## config.mk

```make
export PLATFORM = sky130hd
export DESIGN_NAME = sipo_deserializer
export DESIGN_NICKNAME = d
export VERILOG_FILES = /design/src/rtl/sipo_pkg.sv /design/src/rtl/sipo_bit_counter.sv /design/src/rtl/sipo_deserializer.sv
export SDC_FILE = /design/constraint.sdc
export NUM_CORES = 1
export LEC_CHECK = 0
export ABC_CLOCK_PERIOD_IN_PS = 4100
export CAP_MARGIN = 30
export CELL_PAD_IN_SITES_DETAIL_PLACEMENT = 1
export CELL_PAD_IN_SITES_GLOBAL_PLACEMENT = 2
export CORE_ASPECT_RATIO = 1.2
export CORE_MARGIN = 2
export CORE_UTILIZATION = 37
export CTS_BUF_LIST = sky130_fd_sc_hd__clkbuf_4
export CTS_CLUSTER_DIAMETER = 100
export DETAILED_ROUTE_END_ITERATION = 10
export GPL_ROUTABILITY_DRIVEN = 0
export PLACE_DENSITY = 0.88
export SLEW_MARGIN = 20
export SYNTH_ARGS = -nofsm -noshare
export SYNTH_HDL_FRONTEND = slang
export SYNTH_SLANG_ARGS = --single-unit
```

## constraint.sdc

```tcl
create_clock -name clk -period 4.1 [get_ports clk]
set_input_delay 0.82 -clock clk [delete_from_list [all_inputs] [get_ports clk]]
set_output_delay 0.82 -clock clk [all_outputs]
set_load 0.03 [all_outputs]
```

## src/rtl/sipo_pkg.sv

```systemverilog
// Shared definitions for the SIPO deserializer.
//   state_t   : FSM state encoding (ST_IDLE / ST_SHIFT)
//   frame_len : bits per frame; WIDTH, or WIDTH+1 when SIPO_PARITY_CHECK_EN
//               appends an even-parity bit.
package sipo_pkg;

    typedef enum logic {
        ST_IDLE  = 1'b0,
        ST_SHIFT = 1'b1
    } state_t;

    function automatic int unsigned frame_len(input int unsigned width);
`ifdef SIPO_PARITY_CHECK_EN
        return width + 1;
`else
        return width;
`endif
    endfunction

endpackage

```

## src/rtl/sipo_bit_counter.sv

```systemverilog
// Bit counter for the SIPO deserializer.
// Ports:
//   clk     : rising-edge clock
//   reset_n : asynchronous active-low clear
//   load    : synchronous load of 1 (first bit of a frame accepted)
//   inc     : synchronous increment (further bit accepted)
//   last    : count has reached LAST, i.e. every bit of the frame is in
module sipo_bit_counter #(
    parameter int unsigned CNT_W = 4,
    parameter int unsigned LAST  = 8
) (
    input  logic clk,
    input  logic reset_n,
    input  logic load,
    input  logic inc,
    output logic last
);

    logic [CNT_W-1:0] count;

    always_ff @(posedge clk or negedge reset_n) begin
        if (!reset_n) begin
            count <= '0;
        end else if (load) begin
            count <= CNT_W'(1);
        end else if (inc) begin
            count <= count + CNT_W'(1);
        end
    end

    assign last = (count == CNT_W'(LAST));

endmodule

```

## src/rtl/sipo_deserializer.sv

```systemverilog
// Serial-in/parallel-out capture stage, LSB first.
// Optional feature macro: SIPO_PARITY_CHECK_EN (adds a trailing even-parity
// bit to each frame and drives parity_err; port list is identical).
// Ports:
//   clk         : rising-edge clock
//   reset_n     : asynchronous active-low reset
//   d_in        : serial data bit, consumed when shift_en=1
//   shift_en    : bit qualifier
//   frame_start : d_in is the first bit of a frame (needs shift_en=1)
//   q_out       : last completed word, held until the next completion
//   q_valid     : one-cycle pulse when q_out updates
//   busy        : frame in progress
//   frame_abort : one-cycle pulse when a partial frame is discarded
//   parity_err  : one-cycle parity failure pulse, coincident with q_valid
module sipo_deserializer
    import sipo_pkg::*;
#(
    parameter int unsigned WIDTH = 8
) (
    input  logic             clk,
    input  logic             reset_n,
    input  logic             d_in,
    input  logic             shift_en,
    input  logic             frame_start,
    output logic [WIDTH-1:0] q_out,
    output logic             q_valid,
    output logic             busy,
    output logic             frame_abort,
    output logic             parity_err
);

    localparam int unsigned FRAME_LEN = frame_len(WIDTH);
    localparam int unsigned CNT_W     = $clog2(WIDTH + 2);

    state_t                 state, state_next;
    logic [FRAME_LEN-1:0]   sreg, sreg_next;
    logic [FRAME_LEN-1:0]   first_word;
    logic                   load, inc, complete, abort;
    logic                   frame_done;
    logic                   par_fail;

    sipo_bit_counter #(
        .CNT_W (CNT_W),
        .LAST  (FRAME_LEN)
    ) u_counter (
        .clk     (clk),
        .reset_n (reset_n),
        .load    (load),
        .inc     (inc),
        .last    (frame_done)
    );

    // New bits enter at the top and shift right, so after a full frame the
    // first bit sits at [0] and a parity bit (if any) at the top.
    assign first_word = {d_in, {(FRAME_LEN-1){1'b0}}};

`ifdef SIPO_PARITY_CHECK_EN
    assign par_fail = ^sreg;
`else
    assign par_fail = 1'b0;
`endif

    always_ff @(posedge clk or negedge reset_n) begin
        if (!reset_n) begin
            state <= ST_IDLE;
        end else begin
            state <= state_next;
        end
    end

    // A full frame spends one cycle in SHIFT with the counter at its limit;
    // that cycle issues the completion and may already accept the next
    // frame_start, giving back-to-back frames with no bubble.
    always_comb begin
        state_next = state;
        sreg_next  = sreg;
        load       = 1'b0;
        inc        = 1'b0;
        complete   = 1'b0;
        abort      = 1'b0;
        if (state == ST_IDLE) begin
            if (shift_en && frame_start) begin
                load       = 1'b1;
                sreg_next  = first_word;
                state_next = ST_SHIFT;
            end
        end else if (frame_done) begin
            complete = 1'b1;
            if (shift_en && frame_start) begin
                load      = 1'b1;
                sreg_next = first_word;
            end else begin
                state_next = ST_IDLE;
            end
        end else if (shift_en) begin
            if (frame_start) begin
                abort     = 1'b1;
                load      = 1'b1;
                sreg_next = first_word;
            end else begin
                inc       = 1'b1;
                sreg_next = {d_in, sreg[FRAME_LEN-1:1]};
            end
        end
    end

    always_ff @(posedge clk or negedge reset_n) begin
        if (!reset_n) begin
            sreg        <= '0;
            q_out       <= '0;
            q_valid     <= 1'b0;
            frame_abort <= 1'b0;
            parity_err  <= 1'b0;
        end else begin
            sreg        <= sreg_next;
            q_valid     <= complete;
            frame_abort <= abort;
            parity_err  <= complete & par_fail;
            if (complete) begin
                q_out <= sreg[WIDTH-1:0];
            end
        end
    end

    assign busy = (state == ST_SHIFT);

endmodule

```

==> summary.md <==
| Metric | Value |
|---|---|
| Outcome | `complete, no violations` |
| Worst reg-to-reg path cell count | `5` |
| Postcts setup bufs | `0` |
| Pwr dens | `406 mW/mm2` |
| Most frequent cells in the layout | `23 x dfrtp_1, 15 x clkdlybuf4s50_1, 9 x a22o_1, 9 x mux2_4` |
| IO Pins | `17` |
| Cells after synthesis | `70` |
| Hold Crit Class | `flop to flop` |
| VDD IR max | `0.000252 V` |
| Max Freq | `418 MHz` |
| Syn avg cell area | `14.2 um2` |
| Worst-path clk slew | `0.13 ns` |
| Crit path buf inv count | `1` |
| Post-Route Setup TNS | `0 ns` |
| DP HPWL | `1280 um` |
| Clk Latency, worst-skew pair | `0.30 ns` |
| Post-route DRC | `0` |
| Slew Limit Fails | `0` |
| Nets | `96` |
| R2R Setup Slk | `2.52 ns` |
| Flops & latches, synth | `23` |
| Cell family with most CP delay | `buffers and inverters` |
| CTS buffer count | `3` |
| Setup CP Type | `flop to primary output` |
| Critical Path RT | `3.28 ns` |
| Vias/cell | `5.09` |
| Share of layout cells above drive strength 1 | `20.5%` |
| Hold Path Depth | `1` |
| RR Endpoint | `q_out[6]` |
| Post-Route WL | `1740 um` |
| RSZ-0062 raised after global routing | `false` |
| CTS Hold Bufs | `0` |
| Die area | `0.00311 mm2` |
| # clock sinks | `23` |
| Core Footprint | `0.00255 mm2` |
| Port Buffers | `15` |
| Worst EP arrival | `1.57 ns` |
| Routed via count | `616` |
| WL/cell | `14.4 um` |
| Finish-stage setup viols | `0` |
| Cts repair resizes | `0` |
| Clock Tree Buf Depth | `2` |
| Leakage | `0.589 nW` |
| First-pass GRT wire length | `3050 um` |
| Die extent in y | `60.7 um` |
| Vias in the first global route | `635` |
| Hold Fails Final Rpt | `0` |
| Final Power | `0.489 mW` |
| Chip width | `51.2 um` |
| Global Route Usage Sum | `13.4%` |
| Largest net degree at the start of global routing | `18` |
| Synth unique cells | `22` |
| Worst Min Path Start | `q_out[3]` |
| Initial DRT Pass Iterations | `3` |
| Period utilization | `58.4%` |
| Clk_skew | `0.00362 ns` |
| Initial antenna violation count | `0` |
| Crit-path cells | `clkdlybuf4s50_1` |
| # fillers | `278` |
| Netlist Area Pre-Place | `991 um2` |
| Commonest non-fill, non-tap cell in the layout | `dfrtp_1` |
| MaxCap Viol Count | `0` |
| Diode count | `0` |
| Slowest-stage cell, CP | `clkdlybuf4s50_1` |
| Crit path max fanout | `8` |
| Total grt overflow | `0` |
| CTS tree | `done` |
| Crit end category | `primary output` |
| Sequential area share after synthesis | `58.1%` |
| Row count | `20` |
| Min cycle time layout | `2.39 ns` |
| Net count after synthesis | `77` |
| H-tree depth | `1` |
| Synth warn | `0` |
| Initial Utilization | `38.8%` |
| Startpoint types | `flop` |
| Clock root buffer | `clkbuf_4` |
| Final ANT Viol Nets | `0` |
| Max incr delay on CP | `0.73 ns` |
| Reg-to-Reg Start | `u_counter.count[0]` |
| Hold EP | `q_out[3]` |
| Area Overhead vs Synth | `21.7%` |
| Detailed Route Iter0 Violations | `6` |
[per-stage QoR]
stage	area, um2	hold WS, ns	utilization (%)	instances	setup WS [ns]
final	1210	0.526	47.3	121	1.71
after global routing	1210	0.544	47.3	121	1.62
after CTS	1210	0.529	47.3	121	1.70
after detailed placement	1180	0.494	46.2	117	1.82
after global placement	1160	0.493	45.6	116	1.88
after floorplan	991	0.473	-	70	2.49
[synth_stat cells (all sizes together)]
cell / number / area [um2]
inv: 3 / 11.3
conb: 1 / 3.75
ha: 2 / 25.0
o31ai: 1 / 7.51
o21ai: 3 / 15.0
and3b: 1 / 10.0
mux2: 9 / 135
buf: 2 / 18.8
and4: 1 / 8.76
o211ai: 1 / 12.5
nor2: 3 / 18.8
dfrtp: 23 / 576
nand2b: 1 / 6.26
nand3b: 2 / 15.0
a22o: 9 / 78.8
nand2: 4 / 22.5
nand4bb: 1 / 11.3
nand3: 3 / 15.0
[per-layer routing]
| metal | vias up | share of wire, % | global-route usage, % |
|---|---|---|---|
| met3 | 2 | 2.1 | 2.22 |
| met2 | 11 | 49 | 22.1 |
| met5 | - | 0 | 0 |
| met4 | 0 | 1.5 | 4.51 |
| met1 | 316 | 47 | 18.3 |
| li1 | 287 | - | - |
[logic make-up after synthesis]
kind of cell | Yosys count | share of synthesized area (%)
compound gates | 14 | 11.5
other cells | 1 | 0.378
fa+ha+maj | 2 | 2.52
mux | 9 | 13.6
buf+inv | 5 | 3.03
flops | 23 | 58.1
simple gates | 16 | 10.9
[power breakdown]
group / internal, mW / total, mW / switching (mW)
sequential: 0.251 / 0.274 / 0.0231
clock: 0.0363 / 0.102 / 0.0661
combinational: 0.0554 / 0.113 / 0.0572
[flip-flops by register name, summed over array words and instances, names as in the netlist]
signal and flops:
q_out 8, sreg 8, u_counter.count 4, busy 1
frame_abort 1, q_valid 1
[layout make-up]
type,instances,area (um2),area share [%]
inverter,3,11.3,0.934
clock inverter,1,5.00,0.415
clock buffer,3,22.5,1.87
tap,33,41.3,3.42
sequential,23,576,47.7
timing repair buffer,16,165,13.7
multi-input combinational,42,385,32.0
[worst max path at each step]
stage / to / depth (start not counted) / startpoint / slack, ns
floorplan: sreg[7] / 3 / frame_start / 2.49
global placement: sreg[7] / 4 / frame_start / 1.88
detailed placement: sreg[7] / 4 / frame_start / 1.82
CTS: busy / 1 / busy / 1.70
global route: busy / 1 / busy / 1.62
finish: busy / 1 / busy / 1.71
Note: power is estimated with default switching activity, not from simulation.
==> patch: new RTL, config.mk and constraints unchanged <==
Make the reset (`reset_n`) synchronous in 3 clocked blocks. Comments in the files are not updated.
--- a/src/rtl/sipo_bit_counter.sv
+++ b/src/rtl/sipo_bit_counter.sv
@@ -19,5 +19,5 @@
     logic [CNT_W-1:0] count;
 
-    always_ff @(posedge clk or negedge reset_n) begin
+    always_ff @(posedge clk) begin
         if (!reset_n) begin
             count <= '0;
--- a/src/rtl/sipo_deserializer.sv
+++ b/src/rtl/sipo_deserializer.sv
@@ -61,5 +61,5 @@
 `endif
 
-    always_ff @(posedge clk or negedge reset_n) begin
+    always_ff @(posedge clk) begin
         if (!reset_n) begin
             state <= ST_IDLE;
@@ -105,5 +105,5 @@
     end
 
-    always_ff @(posedge clk or negedge reset_n) begin
+    always_ff @(posedge clk) begin
         if (!reset_n) begin
             sreg        <= '0;
Formal check against the unedited RTL: differs if reset_n is asserted again (counterexample within 4 cycles, from zero or initial values and one cycle with reset_n low); with reset_n held inactive, the same outputs for 10 cycles.
==> patch against the unedited design <==
  * Worst hold slack worse by 53 ps
  * Cell count up 15%
  * Sequential cell count unchanged
  * Synthesized cell count up 31%
  * Worst setup slack worse by 37 ps
  * Cell area down 7.2%
  * Wire length up 9.8%
  * Register-to-register slack worse by 60 ps
  * Critical path depth unchanged
  * Area after synthesis down 5.3%
  * Critical path type unchanged
  * Largest cell class unchanged
Power is not compared: it rests on default switching activity, and its combinational part moved more than twofold at a synthesized area within 25%.
==> patch: results (changes against the unedited design) <==
The run finished with clean final reports. The total iterations of the first detailed-routing run came out at 4 (+1). The routed length per placed instance works out to 13.8 um (-4.4%).

The non-clock inverter count in the final layout was 4 (+1); the post-synthesis adder-cell area fraction was 0.0267 (+0.00141). The run gives 1470 ps (-352 ps) as the post-placement setup slack. At the pin with the least slew margin, the transition time is 774 ps.

The run gives 460 sq um (-20%) as the area taken by flip-flops and latches. Mux contribution to synthesized area: 0.0107 (-0.126). The number of global-route vias before repair came out at 739 (+16%). The fraction of area in multi-input gates works out to 0.380 (+0.0604). The fraction of area in clock buffers and inverters was 0.0246 (+0.00176). The async set-reset flop share out of synthesis was 0 (-1.00). The logs give 277 (-0.36%) for the number of fill cells in the layout and 0.491 (-0.0901) for the sequential element share of the synthesized area. The share of final layout cell area taken by non-clock buffers came out at 0.134 (-0.00285). The first-pass GRT wire length came out at 3240 um (+6.4%).

The placed wire-length estimate after detailed placement is 1430 um (+11%). For the all-layer global routing usage, the log shows 0.145 (+0.0106). In the synthesized netlist the dominant register cell turns out to be dfxtp_1. The biggest cell delay along the critical path came out at 750 ps (+20 ps).

The logs give 1610 ps (+40 ps) for the data arrival time at the worst-slack endpoint and 60 (+43%) for the number of multi-input combinational cells in the layout. The count of unique library cells instantiated by Yosys was 31 (+41%). The total wirelength of the detailed-routed design was 1920 um (+9.8%); the violation count after the first detailed-route iteration was 7 (+1). The logs give 114 (+19%) for the number of nets in the finished design and 24 (+6) for the pin count of the biggest net entering global routing. The fraction of layout cells with a size suffix above 1 came out at 0.113 (-0.0913). The tools report the net count after synthesis as 99 (+29%).

Yosys attributes the largest share of cell area to dfxtp_1 49%, o21ai_1 4.8%, nand2_1 4.8%. The per-cell via count in the routed design was 5.22 (+2.6%). The tools report the placed instance count as 135 (+15%). The non-clock buffer instance count of the final layout came out at 15 (-1). The share of the synthesized area in compound gates (AO/OA/AOI/OAI) is 0.177 (+0.0624). By count the netlist is led by 23 x dfxtp_1, 12 x nand2_1, 9 x o21ai_1, 8 x nand3_1, 7 x o22ai_1.
patch: metrics by stage:
| step | power [uW] | hold slack [ps] | cell area (sq um) |
|---|---|---|---|
| global route | 382 | 498 | 1120 |
| detailed placement | 267 | 460 | 1090 |
| finish | 366 | 473 | 1120 |
| floorplan | 257 | 437 | 938 |
| CTS | 371 | 479 | 1120 |
| global placement | 265 | 449 | 1090 |
patch: report_power, final:
group,switching (uW),internal [uW]
logic,18.8,12.1
registers,4.91,226
clock network,67.4,36.5
total,91.2,275
patch: path summary, 6_finish.rpt:
path	from	to	slack, ps	depth (start not counted)
worst min register to register	q_out[2]	q_out[2]	470	2
worst min-delay path	q_out[2]	q_out[2]	470	2
worst max register to register	u_counter.count[0]	u_counter.count[0]	2460	5
worst max-delay path	busy	busy	1670	1
patch: layer usage:
metal  share of wire  global-route usage
met1            0.41               0.159
met2            0.55               0.280
met3           0.031              0.0328
met4           0.011              0.0357
met5               0                   0
